<file path="src/rtl/stream_drain_ctrl.sv">
// Drains a byte stream buffer into 32-bit MSB-first words behind a small output FIFO.
// Define DRAIN_LEN_HEADER_EN to prepend a {16'hD1CE, byte_count} header word to each stream.
module stream_drain_ctrl #(
  parameter int FIFO_DEPTH = 4,
  parameter int RD_LATENCY = 2
) (
  input  logic        clk,
  input  logic        rst_n,
  input  logic        start,
  input  logic [15:0] byte_count,
  output logic        busy,
  output logic        done,
  output logic        sb_read_en,
  input  logic [7:0]  sb_byte,
  input  logic        sb_valid,
  output logic [31:0] m_data,
  output logic [3:0]  m_keep,
  output logic        m_last,
  output logic        m_valid,
  input  logic        m_ready
);

  localparam int PW     = $clog2(FIFO_DEPTH);
  localparam int CREDIT = 4 * FIFO_DEPTH;
  localparam int IF_W   = $clog2(CREDIT + RD_LATENCY + 1);

  typedef enum logic [1:0] {IDLE, DRAIN, FLUSH, DONE} state_t;

  typedef struct packed {
    logic [31:0] data;
    logic [3:0]  keep;
    logic        last;
  } fifo_word_t;

  state_t            state_reg, state_next;
  logic [15:0]       count_reg, issued_reg;
  logic [IF_W-1:0]   in_flight_reg;
  logic [31:0]       pack_reg;
  logic [1:0]        fill_reg;
  logic [PW-1:0]     wr_ptr_reg, rd_ptr_reg, rd_ptr_next;
  logic [PW:0]       used_reg, used_after_pop;
  fifo_word_t        mem [FIFO_DEPTH];
  fifo_word_t        out_reg, push_word;
  logic              push, pop, byte_ok, start_ok;
  logic [17:0]       credit_sum;

  // Bytes arriving with nothing outstanding are stale (e.g. from before a reset).
  assign byte_ok    = sb_valid && (in_flight_reg != '0);
  assign pop        = m_valid && m_ready;
  assign credit_sum = 18'(in_flight_reg) + 18'(fill_reg) + 18'({used_reg, 2'b00});
  assign sb_read_en = (state_reg == DRAIN) && (issued_reg < count_reg) &&
                      (credit_sum < 18'(CREDIT));
  assign busy       = (state_reg != IDLE);

  always_comb begin
    state_next = state_reg;
    start_ok   = 1'b0;
    push       = 1'b0;
    push_word  = '0;
    done       = 1'b0;
    case (state_reg)
      IDLE: begin
        if (start) begin
          start_ok   = 1'b1;
          state_next = (byte_count == 16'd0) ? FLUSH : DRAIN;
`ifdef DRAIN_LEN_HEADER_EN
          push       = 1'b1;
          push_word  = '{data: {16'hD1CE, byte_count}, keep: 4'b1111,
                         last: (byte_count == 16'd0)};
`endif
        end
      end
      DRAIN: begin
        if (issued_reg == count_reg) state_next = FLUSH;
      end
      FLUSH: begin
        if (in_flight_reg == '0) begin
          if (fill_reg != 2'd0) begin
            push      = 1'b1;
            push_word = '{data: pack_reg, keep: ~(4'b1111 >> fill_reg), last: 1'b1};
          end
          state_next = DONE;
        end
      end
      DONE: begin
        if (used_reg == '0) begin
          done       = 1'b1;
          state_next = IDLE;
        end
      end
      default: state_next = IDLE;
    endcase
    // A completed word is last when it holds the final outstanding byte of the stream.
    if (byte_ok && fill_reg == 2'd3) begin
      push      = 1'b1;
      push_word = '{data: {pack_reg[31:8], sb_byte}, keep: 4'b1111,
                    last: (issued_reg == count_reg) && (in_flight_reg == IF_W'(1))};
    end
  end

  always_ff @(posedge clk or negedge rst_n) begin
    if (!rst_n) begin
      state_reg     <= IDLE;
      count_reg     <= '0;
      issued_reg    <= '0;
      in_flight_reg <= '0;
      pack_reg      <= '0;
      fill_reg      <= '0;
    end else begin
      state_reg <= state_next;
      if (start_ok) begin
        count_reg     <= byte_count;
        issued_reg    <= '0;
        in_flight_reg <= '0;
        pack_reg      <= '0;
        fill_reg      <= '0;
      end else begin
        if (sb_read_en) issued_reg <= issued_reg + 16'd1;
        in_flight_reg <= in_flight_reg + IF_W'(sb_read_en) - IF_W'(byte_ok);
        if (byte_ok) begin
          if (fill_reg == 2'd3) begin
            pack_reg <= '0;
            fill_reg <= 2'd0;
          end else begin
            pack_reg <= pack_reg | (32'(sb_byte) << {2'd3 - fill_reg, 3'b000});
            fill_reg <= fill_reg + 2'd1;
          end
        end
      end
    end
  end

  assign rd_ptr_next    = rd_ptr_reg + PW'(pop);
  assign used_after_pop = used_reg - (PW+1)'(pop);

  always_ff @(posedge clk) begin
    if (push) mem[wr_ptr_reg] <= push_word;
  end

  // Head of the FIFO lives in out_reg; a push into an empty (or draining-to-empty) FIFO bypasses mem.
  always_ff @(posedge clk or negedge rst_n) begin
    if (!rst_n) begin
      wr_ptr_reg <= '0;
      rd_ptr_reg <= '0;
      used_reg   <= '0;
      out_reg    <= '0;
    end else begin
      wr_ptr_reg <= wr_ptr_reg + PW'(push);
      rd_ptr_reg <= rd_ptr_next;
      used_reg   <= used_after_pop + (PW+1)'(push);
      if (push && used_after_pop == '0) out_reg <= push_word;
      else if (used_after_pop != '0)    out_reg <= mem[rd_ptr_next];
      else                              out_reg <= '0;
    end
  end

  assign m_valid = (used_reg != '0);
  assign m_data  = out_reg.data;
  assign m_keep  = out_reg.keep;
  assign m_last  = out_reg.last;

endmodule

</file>
<file path="config.mk">
export PLATFORM = sky130hd
export DESIGN_NAME = stream_drain_ctrl
export DESIGN_NICKNAME = d
export VERILOG_FILES = /design/src/rtl/stream_drain_ctrl.sv
export SDC_FILE = /design/constraint.sdc
export NUM_CORES = 1
export LEC_CHECK = 0
export ABC_AREA = 0
export CAP_MARGIN = 0
export CORE_MARGIN = 4
export CORE_UTILIZATION = 50
export CTS_CLUSTER_DIAMETER = 50
export DETAILED_ROUTE_END_ITERATION = 6
export PLACE_DENSITY = 0.8
export SLEW_MARGIN = 20
export SYNTH_ARGS = -nofsm -noshare
export SYNTH_HDL_FRONTEND = slang
export SYNTH_SLANG_ARGS = --single-unit
</file>
<file path="constraint.sdc">
create_clock -name clk -period 4.3 [get_ports clk]
set_input_delay 0.86 -clock clk [delete_from_list [all_inputs] [get_ports clk]]
set_output_delay 0.86 -clock clk [all_outputs]
set_load 0.005 [all_outputs]
</file>
==> impl_metrics.yaml <==
cells_and_area:
  drive_gt1_share_pct: 17.3
  area_delta_synth_final_pct: 18.0
  largest_reg_flops: 148
  fin_nets: 899
  layout_common_cells: "edfxtp_1, dfrtp_1, clkdlybuf4s50_1"
  fillerInstances: 1596
  antenna_cells: 0
  instances_no_fill: 1128
  utilization_pct: 59.9
  final_common_cell: "edfxtp_1"
pwr:
  intPower_uw: 6260
  switchingPower_uw: 2800
  clkPwrFrac_pct: 24.0
  switching_share_pct: 30.9
  combinationalPowerShare_pct: 35.9
  pwr-share-seq_pct: 40.0
  finalPower_uw: 9060
  vdd_drop_max_uv: 348
  p_leak_uw: 0.00510
  cellPowerDensity_mw_per_mm2: 695
floorplanning:
  die_x_um: 157
  placementRows: 54
  core_region_area_sq_mm: 0.0218
  num_io_pins: 70
  die_h_um: 157
  die-area_sq_mm: 0.0245
  initial_utilization_pct: 50.7
placed_design:
  finalWeightedCongestion: 0.772
  port-buffer-count: 69
  place_inst: 1080
  dpl.hpwl_mm: 13.8
  dp_slack_ns: 0.646
clocking:
  cts_buffer_depth: 3
  clkTransAtPathRegs_ns: 0.06
  cts_root_buf: "clkbuf_16"
  h-tree-depth: 1
  cts_tree: "done"
  cts_sinks: 265
  numCtsBuffers: 26
  clock_latency_ns: 0.53
  holdBufCountCts: 0
logic_synthesis:
  yosysSeqAreaShare_pct: 66.8
  synth_cells: 743
  synth_area_sq_mm: 0.0110
  synth_ff_type: "edfxtp_1"
  synth_nets: 814
  ys_ff_latch: 265
  synth_edf_count: 148
  yosysWarnings: 0
  yosys.cell_types.count: 51
  synth_async_sr_flop_share_pct: 44.2
  syn_area_per_cell_sq_um: 14.9
worst_setup_path:
  start_kind: "flop"
  worstPathMaxFanout: 22
  crit_end: "sb_read_en"
  critPathLaunch: "in_flight_reg[2]$_DFF_PN0_"
  path_class: "flop to primary output"
  regToRegSetupSlack_ns: 0.69
  worstReg2RegStart: "issued_reg[12]$_DFFE_PN0P_"
  end_kind: "primary output"
  r2r_cells: 12
  worst_ep_required_time_ns: 3.44
  worst_ep_arrival_time_ns: 3.19
  worstReg2RegEnd: "in_flight_reg[4]$_DFF_PN0_"
timing:
  min_period_over_period_pct: 94.2
  relSlewSlack_pct: 52.6
  setup_viol_count_final: 0
  rsz0062_at_grt: "false"
  tns_ns: 0
  setup_slack_ns: 0.252
  max_freq_ghz: 0.247
  slew_violations: 0
  hold_viol: 0
  fin_skew_ns: 0.0148
  period_minus_slack_ns: 4.05
  tightest_slew_ns: 0.708
grt:
  grt_max_degree: 87
  grt_pass1_vias: 6541
  gr-total-overflow: 0
  groute.usage.overall_pct: 18.2
  antenna_found_initial: 0
  grt_pass1_wl_mm: 34.9
route:
  antenna_left: 0
  routed_wl_mm: 22.0
  avgViaCountPerCell: 5.66
  drt_iter0_drc: 504
  first_pass_iters: 5
  avgRoutedWirePerCell_um: 19.5
  vias: 6386
  drc: 0
flow_run:
  cap_violations: 0
min_path:
  hold_class: "primary input to asynchronous set/reset pin"
run_status:
  outcome: "completed"
[critical path: stages, from the launching register on]
cell and delay [ns]:
dfrtp_1 0.41, ha_1 0.32, and4_1 0.20, o21ai_0 0.28, o2111ai_1 0.22, or3_4 0.49
clkinvlp_4 0.21, clkdlybuf4s50_1 0.54
[power by group through the flow]
stage | logic [uW] | clock network [uW] | registers (uW)
6_report | 3250 | 2180 | 3620
5_1_grt | 3590 | 2330 | 3670
4_1_cts | 3320 | 2220 | 3620
3_5_place_dp | 3280 | 0 | 3670
3_3_place_gp | 3180 | 0 | 3640
2_1_floorplan | 2180 | 0 | 3600
[cells by family (layout without fill, tap and decap cells)]
logic type	Yosys count	after routing	share of synthesized area, %
adders and majority gates	42	42	4.83
xor gates and xnor gates	10	10	0.794
muxes	72	72	11.1
DFF	265	265	66.8
AOI/OAI and AO/OA	115	115	6.11
and+or+nand+nor	170	170	7.89
buffers and inverters	69	174	2.45
[worst min-delay path by stage]
stage                             startpoint                       end  slack [ns]
floorplan           count_reg[0]$_DFFE_PN0P_  count_reg[0]$_DFFE_PN0P_        0.45
global placement    pack_reg[22]$_DFFE_PN0P_  pack_reg[22]$_DFFE_PN0P_        0.47
detailed placement  pack_reg[22]$_DFFE_PN0P_  pack_reg[22]$_DFFE_PN0P_        0.48
CTS                                    rst_n      m_data[30]$_DFF_PN0_        0.28
global route                           rst_n      m_data[30]$_DFF_PN0_        0.30
finish                                 rst_n      m_data[30]$_DFF_PN0_        0.27
[Yosys cell counts (all sizes together), types with 18 or more instances]
master	n	share of area (%)
inv	42	1.4
mux2	34	3.5
edfxtp	148	40
nand2	38	1.3
and2	28	1.6
dfrtp	117	27
mux4	37	7.6
nor2	53	1.9
ha	41	4.6
clkbuf	18	0.61
o21ai	30	1.4
a21oi	54	2.4
[per-layer routing]
metal / global-route usage (%) / vias to the layer above / share of wire (%)
met5: 0 / - / 0
met4: 5.41 / 0 / 3.0
met3: 2.63 / 47 / 4.7
met2: 31.8 / 197 / 52
met1: 23.8 / 3201 / 40
li1: - / 2941 / -
[through the flow]
step	cell area (sq um)	hold slack (ns)
CTS	13000	0.276
global placement	12200	0.469
global route	13000	0.301
finish	13000	0.271
floorplan	11000	0.452
detailed placement	12200	0.481
[final cells by class]
type                            count  area (sq um)  area share (%)
Inverter                           43           165            1.27
Timing Repair Buffer               83           843            6.48
Tap cell                          280           350            2.69
Sequential cell                   265          7370            56.6
Clock inverter                     14           111           0.855
Clock buffer                       34           721            5.53
Multi-Input combinational cell    409          3460            26.6
[repair_timing]
action                                  CTS  global route
endpoints found under the setup margin    0             1
endpoints found under the hold margin     0             0
gates resized for setup                   0             1
setup buffers                             0             0
Note: power is estimated with default switching activity, not from simulation.
==> variant 1 (same settings) <==
Add a define of `DRAIN_LEN_HEADER_EN`.
--- a/src/rtl/stream_drain_ctrl.sv
+++ b/src/rtl/stream_drain_ctrl.sv
@@ -1,4 +1,6 @@
 // Drains a byte stream buffer into 32-bit MSB-first words behind a small output FIFO.
 // Define DRAIN_LEN_HEADER_EN to prepend a {16'hD1CE, byte_count} header word to each stream.
+`define DRAIN_LEN_HEADER_EN
+
 module stream_drain_ctrl #(
   parameter int FIFO_DEPTH = 4,
Formal check against the unedited RTL: not equivalent (a bounded check fails within 4 cycles, from zero or initial values and one cycle with rst_n low).
==> variant 1 against the original RTL <==
Count of clock-buffer cells in the layout grew 4; non-clock buffer count up 6; wire length increased by 12%; design area increased by 4.1%; setup slack better by 80 ps; power up 10%; clock power up 11%; sequential cell count unchanged; area after synthesis grew 4.2%; critical path type unchanged; largest cell class unchanged.
==> variant 1: results (changes against the original RTL) <==
[outcome]
status = finished clean

[cts]
root_buffer = clkbuf_16
cts_made_buffers = 30  ; +15%
cts_setup_buffers = 0  ; unchanged
clkLatencyLatePin_ps = 550  ; +20 ps

[route]
first_pass_iters = 7  ; +2
vias = 6878  ; +7.7%
wirelength_um = 24570  ; +12%
drtIter0Drc = 595  ; +18%
via_per_inst = 5.834  ; +3.0%

[sta]
fin_crit_sh_pct = 92.28  ; -1.9 points
fin_skew_ps = 26.49  ; +11.69 ps
relSlewSlack_pct = 35.04  ; -18 points
whs_ps = 319.3  ; +48.43 ps

[placed_design]
dp_slack_ps = 862.3  ; +216.3 ps
place_congestion = 0.8638  ; +12%
dp.cells = 1124  ; +4.1%
dpl.hpwl_um = 15670  ; +14%
dpl-instance-area_sq_um = 12600  ; +3.5%

[synth]
ys_seq_area_share_pct = 64.13  ; -2.7 points
ys_types = 55  ; +7.8%
synthTopCellsByArea = edfxtp_1, dfrtp_1, mux4_2
synth_warnings = 0  ; unchanged
synthFlopType = edfxtp_1
synth_nets = 852  ; +4.7%
synthCells = 782  ; +5.2%
yosys-top-cells-count = edfxtp_1, dfrtp_1, nor2_1
synth_edf_count = 148  ; unchanged

[global_route]
grt_max_degree = 81  ; -6.9%
grt_use_total_pct = 19.23  ; +1.1 points
grt_pass1_vias = 7086  ; +8.3%
grt_first_pass_wirelength_um = 39020  ; +12%
grt_antenna_before_repair = 0  ; unchanged

[worst_setup_path]
ff2ff_setup_slack_ps = 1030  ; +340 ps
worst_ep_arrival_time_ps = 3110  ; -80 ps
crit_path_max_fanout = 14  ; -36%

[layout]
drive_above_1_share_pct = 19.57  ; +2.2 points
fillCellCount = 1657  ; +3.8%
diodes = 0  ; unchanged
nets = 941  ; +4.7%

[power_and_ir_drop]
vdd_drop_max_mv = 0.4233  ; +22%
p_leak_uw = 0.005397  ; +5.8%

[variant 1: where the power goes]
group / leakage (uW) / switching (uW) / internal [uW]
Clock: 0.000452 / 1010 / 1420
Sequential: 0.00286 / 302 / 3550
Combinational: 0.00209 / 1870 / 1820
Total: 0.00540 / 3180 / 6790
[variant 1: critical path, cell delays in order (launching register included)]
cell and delay [ps]:
dfrtp_1 420, ha_1 300, or3_1 320, nor3_1 280, o211ai_1 140, buf_4 210
nor3_1 310, clkdlybuf4s50_1 580
[variant 1: path summary, 6_finish.rpt]
kind,startpoint,to,depth (start not counted)
setup / recovery,in_flight_reg[4],sb_read_en,7
hold reg to reg,pack_reg[29],pack_reg[29],2
hold / removal,rst_n,m_data[16],1
setup reg to reg,in_flight_reg[2],in_flight_reg[4],13
min in group clk,pack_reg[29],pack_reg[29],2
max in group asynchronous,rst_n,m_data[14],2
[variant 1: area by class of cell]
cell class | instances | area share (%)
clock buffer | 38 | 5.761
clock inverter | 17 | 1.209
inverter | 38 | 1.053
multi-input combinational | 447 | 28.55
sequential | 265 | 54.40
tap | 285 | 2.631
timing repair buffer | 89 | 6.398
[variant 1: per-layer routing]
layer  GRT usage (%)  vias up  part of all wire, %
li1                -     3103                    -
met1           26.66     3511                   42
met2           32.00      223                   49
met3           3.277       41                  6.2
met4           5.010        0                  2.5
met5               0        -                    0
[variant 1: cells by family after synthesis]
family	Yosys count	synth area share, %
flops	265	64.13
simple gates	200	9.078
compound gates	120	7.826
mux	78	11.11
buf+inv	70	2.710
fa+ha+maj	41	4.528
xor+xnor	8	0.6096
==> variant 2 (same flow settings) <==
Without the edit above. Re-encode `state_t` (4 states) as one-hot, 4 bits wide.
--- a/src/rtl/stream_drain_ctrl.sv
+++ b/src/rtl/stream_drain_ctrl.sv
@@ -25,5 +25,5 @@
   localparam int IF_W   = $clog2(CREDIT + RD_LATENCY + 1);
 
-  typedef enum logic [1:0] {IDLE, DRAIN, FLUSH, DONE} state_t;
+  typedef enum logic [3:0] {IDLE = 4'b0001, DRAIN = 4'b0010, FLUSH = 4'b0100, DONE = 4'b1000} state_t;
 
   typedef struct packed {
Check against the original RTL: no difference found for any inputs over 4 cycles, from zero or initial values and one cycle with rst_n low; so few cycles prove little.
==> variant 2 against the original RTL <==
Sequential cell count rose by 2; wire length rose by 6.0%; area after synthesis increased by 2.5%; combinational power is 4% lower; design area up 3.0%; setup slack better by 130 ps; critical path depth is the same; clock skew rose by 4.2 ps; sequential power decreased by 2%; power rose by 0.50%; cell count grew 3.4%; highest routed layer unchanged; count of clock-buffer cells in the layout is 3 higher.
==> variant 2: results (changes against the original RTL) <==
[global_route]
grt_max_degree = 67  ; -23%
grt_first_pass_wirelength_um = 37630  ; +7.7%
grt_pass1_vias = 7049  ; +7.8%

[synth]
synth_xor_area_share_pct = 0.7743  ; -0.019 points
synth.area.mux_share_pct = 11.12  ; about the same
synthTopCellsByArea = edfxtp_1, dfrtp_1, mux4_2
ys_seq_area_share_pct = 65.63  ; -1.2 points
synth_nets = 843  ; +3.6%
avgSynthCellArea_sq_um = 14.56  ; -2.0%
ys_types = 56  ; +9.8%
synth_compound_area_share_pct = 6.250  ; +0.14 points
synth_adder_area_share_pct = 4.159  ; -0.67 points

[outcome]
status = finished clean

[placed_design]
dp.cells = 1114  ; +3.1%
place_congestion = 0.8213  ; +6.4%
dpl-instance-area_sq_um = 12460  ; +2.3%
dpl.hpwl_um = 14250  ; +3.3%

[worst_setup_path]
crit_path_max_fanout = 14  ; -36%
worst_ep_arrival_time_ps = 3060  ; -130 ps

[power_and_ir_drop]
p_leak_uw = 0.005247  ; +2.8%
vdd_drop_max_mv = 0.4155  ; +20%

[route]
drtIter0Drc = 533  ; +5.8%
met2_wirelength_um = 12140  ; +6.3%
wirelength_um = 23300  ; +6.0%
wl_met3_um = 1365  ; +33%

[sta]
fin_skew_ps = 19.03  ; +4.234 ps
relSlewSlack_pct = 40.03  ; -13 points

[variant 2: changes by cell type in the layout (fill, tap and decap cells not counted), moves of 9 or more]
cell / before / now
a21oi_1: 54 / 41
and2_1: 28 / 12
and2_4: 0 / 16
inv_1: 40 / 49
nand2_1: 35 / 50
nand4_1: 7 / 17
o221ai_1: 0 / 12
[variant 2: area by class of cell]
class                           instances  area (sq um)
Clock buffer                           37         794.5
Clock inverter                         15         150.1
Fill cell                            1603          8610
Inverter                               50         187.7
Multi-Input combinational cell        428          3622
Sequential cell                       267          7423
Tap cell                              280         350.3
Timing Repair Buffer                   89         888.4
[variant 2: power by group]
| group | total, uW | switching [uW] | internal, uW | leakage (uW) |
|---|---|---|---|---|
| Sequential | 3560 | 286 | 3270 | 0.00287 |
| Clock | 2420 | 992 | 1430 | 0.000470 |
| Combinational | 3120 | 1490 | 1630 | 0.00190 |
| Total | 9100 | 2770 | 6330 | 0.00525 |
[variant 2: final timing paths]
path	startpoint	end	slack (ps)	depth (start not counted)
min in group clk	pack_reg[29]	pack_reg[29]	490	2
setup / recovery	state_reg[2]	sb_read_en	380	7
setup reg to reg	issued_reg[12]	in_flight_reg[4]	1050	14
hold reg to reg	pack_reg[29]	pack_reg[29]	490	2
max in group asynchronous	rst_n	state_reg[0]	2860	2
hold / removal	rst_n	m_keep[3]	450	1
[variant 2: critical path, cell delays in order, from the launching register on]
cell and delay (ps):
dfrtp_1 420, nor4b_1 590, o211ai_1 250, a211oi_2 250, buf_4 230, nand3_1 110
inv_1 160, clkdlybuf4s50_1 520
[variant 2: per-layer routing]
layer / vias up / track usage [%]
li1: 3056 / -
met1: 3358 / 25.02
met2: 197 / 34.13
met3: 35 / 2.800
met4: 0 / 4.021
met5: - / 0
